--- src/rtl/iommu_field_hs.sv ---
// -----------------------------------------------------------------------------
// iommu_field_hs
//
// IOMMU register field with a software-to-hardware commit handshake.
// A SW write to the RW bits is staged and offered to the hardware side on
// req_o/req_data_o. It lands in q only once ack_i is seen. If no ack arrives
// within TIMEOUT cycles, the staged value is abandoned.
//
// Per-bit access types:
//   RW_MASK  - SW written through the handshake (or directly if HANDSHAKE=0)
//   W1C_MASK - set by hw_set, cleared by SW writing 1 (set wins over clear)
//   HW_MASK  - overwritten by d when de is high
//   others   - read-only, hold RESVAL
//
// Ports:
//   clk_i, rst_ni   clock, asynchronous active-low reset
//   we, wd          SW write strobe / data
//   de, d           HW write enable / data for HW_MASK bits
//   hw_set          HW event bits for W1C_MASK bits
//   req_o           commit request (high throughout PEND)
//   req_data_o      staged RW value, stable while req_o is high
//   ack_i           HW accepts the staged value
//   q, qs           committed value (HW / SW read ports)
//   qe              one-cycle pulse when RW bits are committed
//   busy_o          handshake in progress
//   timeout_o       one-cycle pulse when a pending commit is abandoned
//   wr_drop_o       one-cycle pulse when an RW write arrives while busy
// -----------------------------------------------------------------------------
module iommu_field_hs #(
    parameter int unsigned              DATA_WIDTH = 32,
    parameter logic [DATA_WIDTH-1:0]    RESVAL     = '0,
    parameter logic [DATA_WIDTH-1:0]    RW_MASK    = '1,
    parameter logic [DATA_WIDTH-1:0]    W1C_MASK   = '0,
    parameter logic [DATA_WIDTH-1:0]    HW_MASK    = '0,
    parameter bit                       HANDSHAKE  = 1'b1,
    parameter int unsigned              TIMEOUT    = 255
) (
    input  logic                  clk_i,
    input  logic                  rst_ni,
    input  logic                  we,
    input  logic [DATA_WIDTH-1:0] wd,
    input  logic                  de,
    input  logic [DATA_WIDTH-1:0] d,
    input  logic [DATA_WIDTH-1:0] hw_set,
    output logic                  req_o,
    output logic [DATA_WIDTH-1:0] req_data_o,
    input  logic                  ack_i,
    output logic [DATA_WIDTH-1:0] q,
    output logic [DATA_WIDTH-1:0] qs,
    output logic                  qe,
    output logic                  busy_o,
    output logic                  timeout_o,
    output logic                  wr_drop_o
);

    // A zero TIMEOUT still needs a legal (unused) counter width.
    localparam int unsigned CW = (TIMEOUT > 0) ? $clog2(TIMEOUT + 1) : 1;
    // Counter value in the TIMEOUT-th PEND cycle (counter starts at 0).
    localparam logic [CW-1:0] TO_LAST = (TIMEOUT > 0) ? CW'(TIMEOUT - 1) : '0;
    localparam logic [DATA_WIDTH-1:0] RO_MASK = ~(RW_MASK | W1C_MASK | HW_MASK);
    localparam bit HAS_RW = (RW_MASK != '0);

    typedef enum logic {
        ST_IDLE = 1'b0,
        ST_PEND = 1'b1
    } state_t;

    state_t                  r_state;
    state_t                  w_state_next;
    logic [CW-1:0]           r_cnt;
    logic [CW-1:0]           w_cnt_next;
    logic [DATA_WIDTH-1:0]   r_q;
    logic [DATA_WIDTH-1:0]   w_q_next;
    logic [DATA_WIDTH-1:0]   r_req_data;
    logic [DATA_WIDTH-1:0]   w_req_data_next;
    logic [DATA_WIDTH-1:0]   w_commit_data;
    logic                    w_commit;
    logic                    w_timeout;
    logic                    w_drop;
    logic                    r_qe;
    logic                    r_timeout;
    logic                    r_wr_drop;

    // ------------------------------------------------------------------
    // Handshake FSM: next state, staging and event decode
    // ------------------------------------------------------------------
    always_comb begin
        w_state_next    = r_state;
        w_cnt_next      = r_cnt;
        w_req_data_next = r_req_data;
        w_commit_data   = r_req_data;
        w_commit        = 1'b0;
        w_timeout       = 1'b0;
        w_drop          = 1'b0;

        if (HANDSHAKE) begin
            unique case (r_state)
                ST_IDLE: begin
                    // Every write starts a handshake, even an unchanged value.
                    if (we && HAS_RW) begin
                        w_state_next    = ST_PEND;
                        w_cnt_next      = '0;
                        w_req_data_next = wd & RW_MASK;
                    end
                end
                ST_PEND: begin
                    w_drop = we && HAS_RW;
                    // Ack is checked first so it wins in the last PEND cycle.
                    if (ack_i) begin
                        w_commit     = 1'b1;
                        w_state_next = ST_IDLE;
                    end else if ((TIMEOUT != 0) && (r_cnt == TO_LAST)) begin
                        w_timeout       = 1'b1;
                        w_state_next    = ST_IDLE;
                        w_req_data_next = '0;
                    end else if (TIMEOUT != 0) begin
                        w_cnt_next = r_cnt + 1'b1;
                    end
                end
                default: begin
                    w_state_next = ST_IDLE;
                end
            endcase
        end else begin
            // Direct mode: the write itself is the commit.
            w_commit      = we && HAS_RW;
            w_commit_data = wd & RW_MASK;
        end
    end

    // ------------------------------------------------------------------
    // Field value update. Ordering gives the priorities:
    // HW write first, then W1C (so hw_set beats de), then commit on top.
    // ------------------------------------------------------------------
    always_comb begin
        w_q_next = r_q;
        if (de) begin
            w_q_next = (w_q_next & ~HW_MASK) | (d & HW_MASK);
        end
        w_q_next = (w_q_next & ~(W1C_MASK & wd & {DATA_WIDTH{we}}))
                 | (hw_set & W1C_MASK);
        if (w_commit) begin
            w_q_next = (w_q_next & ~RW_MASK) | (w_commit_data & RW_MASK);
        end
        w_q_next = (w_q_next & ~RO_MASK) | (RESVAL & RO_MASK);
    end

    // ------------------------------------------------------------------
    // State registers
    // ------------------------------------------------------------------
    always_ff @(posedge clk_i or negedge rst_ni) begin
        if (!rst_ni) begin
            r_state    <= ST_IDLE;
            r_cnt      <= '0;
            r_q        <= RESVAL;
            r_req_data <= '0;
            r_qe       <= 1'b0;
            r_timeout  <= 1'b0;
            r_wr_drop  <= 1'b0;
        end else begin
            r_state    <= w_state_next;
            r_cnt      <= w_cnt_next;
            r_q        <= w_q_next;
            r_req_data <= w_req_data_next;
            r_qe       <= w_commit;
            r_timeout  <= w_timeout;
            r_wr_drop  <= w_drop;
        end
    end

    assign q          = r_q;
    assign qs         = r_q;
    assign qe         = r_qe;
    assign req_data_o = r_req_data;
    assign req_o      = HANDSHAKE && (r_state == ST_PEND);
    assign busy_o     = HANDSHAKE && (r_state == ST_PEND);
    assign timeout_o  = r_timeout;
    assign wr_drop_o  = r_wr_drop;

endmodule

--- config.mk ---
export PLATFORM = sky130hd
export DESIGN_NAME = iommu_field_hs
export DESIGN_NICKNAME = d
export VERILOG_FILES = /design/src/rtl/iommu_field_hs.sv
export SDC_FILE = /design/constraint.sdc
export NUM_CORES = 1
export LEC_CHECK = 0
export ABC_AREA = 1
export BUFFER_PORTS_ARGS = -buffer_cell sky130_fd_sc_hd__buf_2
export CORE_MARGIN = 5
export CORE_UTILIZATION = 30
export CTS_BUF_LIST = sky130_fd_sc_hd__clkbuf_2 sky130_fd_sc_hd__clkbuf_4 sky130_fd_sc_hd__clkbuf_8
export DETAILED_ROUTE_END_ITERATION = 8
export PLACE_DENSITY = 0.63
export SETUP_SLACK_MARGIN = 0.3
export SLEW_MARGIN = 20
export SYNTH_ARGS = -nofsm -noshare
export SYNTH_HDL_FRONTEND = slang
export SYNTH_SLANG_ARGS = --single-unit
--- constraint.sdc ---
create_clock -name clk_i -period 1.5 [get_ports clk_i]
set_input_delay 0.225 -clock clk_i [delete_from_list [all_inputs] [get_ports clk_i]]
set_output_delay 0.225 -clock clk_i [all_outputs]
set_load 0.005 [all_outputs]
==> impl_metrics.env <==
export IMPL_grt_pass1_vias=2994
export IMPL_drt_iter0_drc=170
export IMPL_power_internal_mw=4.09
export IMPL_start_kind="flop"
export IMPL_cp_max_fo=18
export IMPL_finalCritPeriodShare_pct=95.7
export IMPL_yosysTopAreaCell="dfrtp_1"
export IMPL_core_um2=12000
export IMPL_postSynthCellCount=390
export IMPL_gp_congestion=0.771
export IMPL_clkPwrFrac_pct=23.0
export IMPL_place_hpwl_um=6590
export IMPL_switching_share_pct=33.7
export IMPL_layout_commonest_cell="buf_2"
export IMPL_layout_cells_non_filler=666
export IMPL_die_h_um=120
export IMPL_drcViolationCount=0
export IMPL_wire_per_inst_um=14.0
export IMPL_grt_first_pass_wirelength_um=15100
export IMPL_end_kind="flop"
export IMPL_wl_um=9350
export IMPL_syn_num_nets=493
export IMPL_path_class="flop to flop"
export IMPL_fp_row_count=40
export IMPL_synth_seq_cells=76
export IMPL_root_buffer="clkbuf_8"
export IMPL_setup_violations=0
export IMPL_synth_area_leaders="dfrtp_1 (52%), nand2_1 (12%), nand3_2 (8.0%), buf_4 (7.0%), nand3_1 (6.0%)"
export IMPL_maxCapViolCount=0
export IMPL_syn_cell_area_um2=3640
export IMPL_avgSynthCellArea_um2=9.34
export IMPL_drt_vias_per_instance=4.48
export IMPL_clk_latency_ns=0.36
export IMPL_drt_pass1_iterations=4
export IMPL_numCtsBuffers=9
export IMPL_fmax_ghz=0.697
export IMPL_n_fill_cell=1201
export IMPL_grt_setup_unrepaired="true"
export IMPL_cts_tree="yes"
export IMPL_antenna_found_initial=0
export IMPL_p_comb_share_pct=30.2
export IMPL_worst_clock_skew_ns=0.00725
export IMPL_p_per_area_nw_per_um2=1310
export IMPL_areaGrowthSynthToFinish_pct=29.0
export IMPL_seq_power_share_pct=46.8
export IMPL_ys_warnings_count=0
export IMPL_slew_violations=0
export IMPL_switchingPower_mw=2.07
export IMPL_arrival_ns=1.70
export IMPL_clk_transition_reported_paths_ns=0.08
export IMPL_hold_violations=0
export IMPL_grt_usage_pct=13.2
export IMPL_ir_drop_uv=655
export IMPL_worstMarginPinSlew_ns=0.420
export IMPL_dr_total_vias=2984
export IMPL_final_nets=617
export IMPL_io_pins=202
export IMPL_hp_class="input port to flop"
export IMPL_final_antenna_net_count=0
export IMPL_slew_headroom_pct=72.0
export IMPL_dpl_instance_area_um2=4320
export IMPL_power_leakage_nw=2.59
export IMPL_synth_top_cell_area_share_pct=52.2
export IMPL_clockBufferDepth=2
export IMPL_synth_distinct_cells=21
export IMPL_diodes=0
export IMPL_cts_htree_levels=3
export IMPL_fin_area_um2=4700
export IMPL_die_width_um=120
export IMPL_die_area_um2=14400
export IMPL_drive_above_1_share_pct=50.1
export IMPL_dp_cells=638
export IMPL_start_util_pct=30.4
export IMPL_grt_overflow=0
export IMPL_io_buffers=136
export IMPL_mostFrequentLayoutCells="buf_2 (133), nand2_1 (117), dfrtp_1 (75)"
export IMPL_r2r_slack_ns=0.06
export IMPL_grt_max_degree=77
export IMPL_yosysSeqAreaShare_pct=52.2
export IMPL_status="finished clean"
export IMPL_numClockSinks=76
export IMPL_period_minus_slack_ns=1.44
export IMPL_crit_required_ns=1.76
export IMPL_final_setup_tns_ns=0
-- metal layers --
layer,share of wire [%],GRT usage [%],routed length (µm),vias up
li1,-,-,-,1456
met1,44,16.3,4090,1421
met2,48,21.4,4460,95
met3,7.1,4.01,668,12
met4,1.4,5.37,133,0
met5,0,0,0,-
-- repair_timing --
action / CTS / global route
buffers inserted: 2 / 8
resized for setup: 6 / 23
pin swaps: 0 / 2
cloned: 0 / 1
setup endpoints to repair: 76 / 79
hold buffers: 1 / 0
endpoints found under the hold margin: 76 / 0
-- power groups by stage --
stage                     registers (mW)  logic, mW  clock network (mW)
final                               2.88       1.86                1.42
after global routing                2.97       2.09                1.55
after CTS                           2.90       1.79                1.49
after detailed placement            2.93       1.78                   0
after global placement              2.90       1.76                   0
after floorplan                     2.94       1.07                   0
-- cell type report --
class                      count  area, µm²  area share [%]
inverter                       9       36.3           0.773
clock inverter                 5       27.5           0.586
clock buffer                  11        145            3.09
multi-input combinational    252       1410            29.9
tap                          147        184            3.92
timing repair buffer         166        996            21.2
sequential                    76       1900            40.5
-- final timing paths --
check | startpoint | depth (start not counted) | to
setup / recovery | r_cnt[0] | 10 | req_data_o[29]
hold / removal | wd[29] | 3 | req_data_o[29]
setup reg to reg | r_cnt[0] | 10 | req_data_o[29]
hold reg to reg | q[10] | 2 | q[10]
max in group asynchronous | rst_ni | 3 | q[10]
min in group asynchronous | rst_ni | 3 | qe
-- stage by stage --
stage               setup WS (ns)  hold WS (ns)  util, %  total power, mW
finish                     0.0643        0.0940     39.3             6.16
global route              -0.0279        0.0883     39.3             6.61
CTS                        0.0545        0.0729     37.9             6.18
detailed placement         0.0702         0.285     36.1             4.70
global placement           0.0763         0.281     36.1             4.66
floorplan                   0.137       -0.0706        -             4.01
-- synth_stat cells --
cell type	number
nand2_4	1
xnor2_1	1
inv_2	1
clkbuf_1	9
o22ai_1	1
nand3_2	29
xor2_1	1
ha_1	2
buf_2	5
dfrtp_1	76
inv_1	8
nor2_1	8
o21ai_0	7
nand2_1	121
nor3_1	1
nand3_1	44
nor2_4	2
nand2_2	32
or2_2	1
buf_6	6
buf_4	34
-- state kept, by name, summed over array words and instances (netlist names) --
| name | count |
|---|---|
| req_data_o | 32 |
| r_cnt | 8 |
| wr_drop_o | 1 |
| qe | 1 |
| q | 32 |
| busy_o | 1 |
| timeout_o | 1 |
-- worst max-delay path, cell delays in order (launching register included) --
cell     delay [ns]
dfrtp_1        0.39
inv_2          0.06
ha_1           0.13
nand2_1        0.06
nor2_2         0.13
nand2_2        0.09
nor2_4         0.10
nand2_4        0.07
buf_12         0.16
nand3_1        0.07
nand2_1        0.05
-- logic make-up after synthesis --
logic type / Yosys count / synth area share (%)
xor+xnor: 2 / 0.481
compound gates: 8 / 1.13
flops: 76 / 52.2
buf+inv: 63 / 11.4
fa+ha+maj: 2 / 0.687
simple gates: 239 / 34.1
Power figures use the tool's default switching activity.
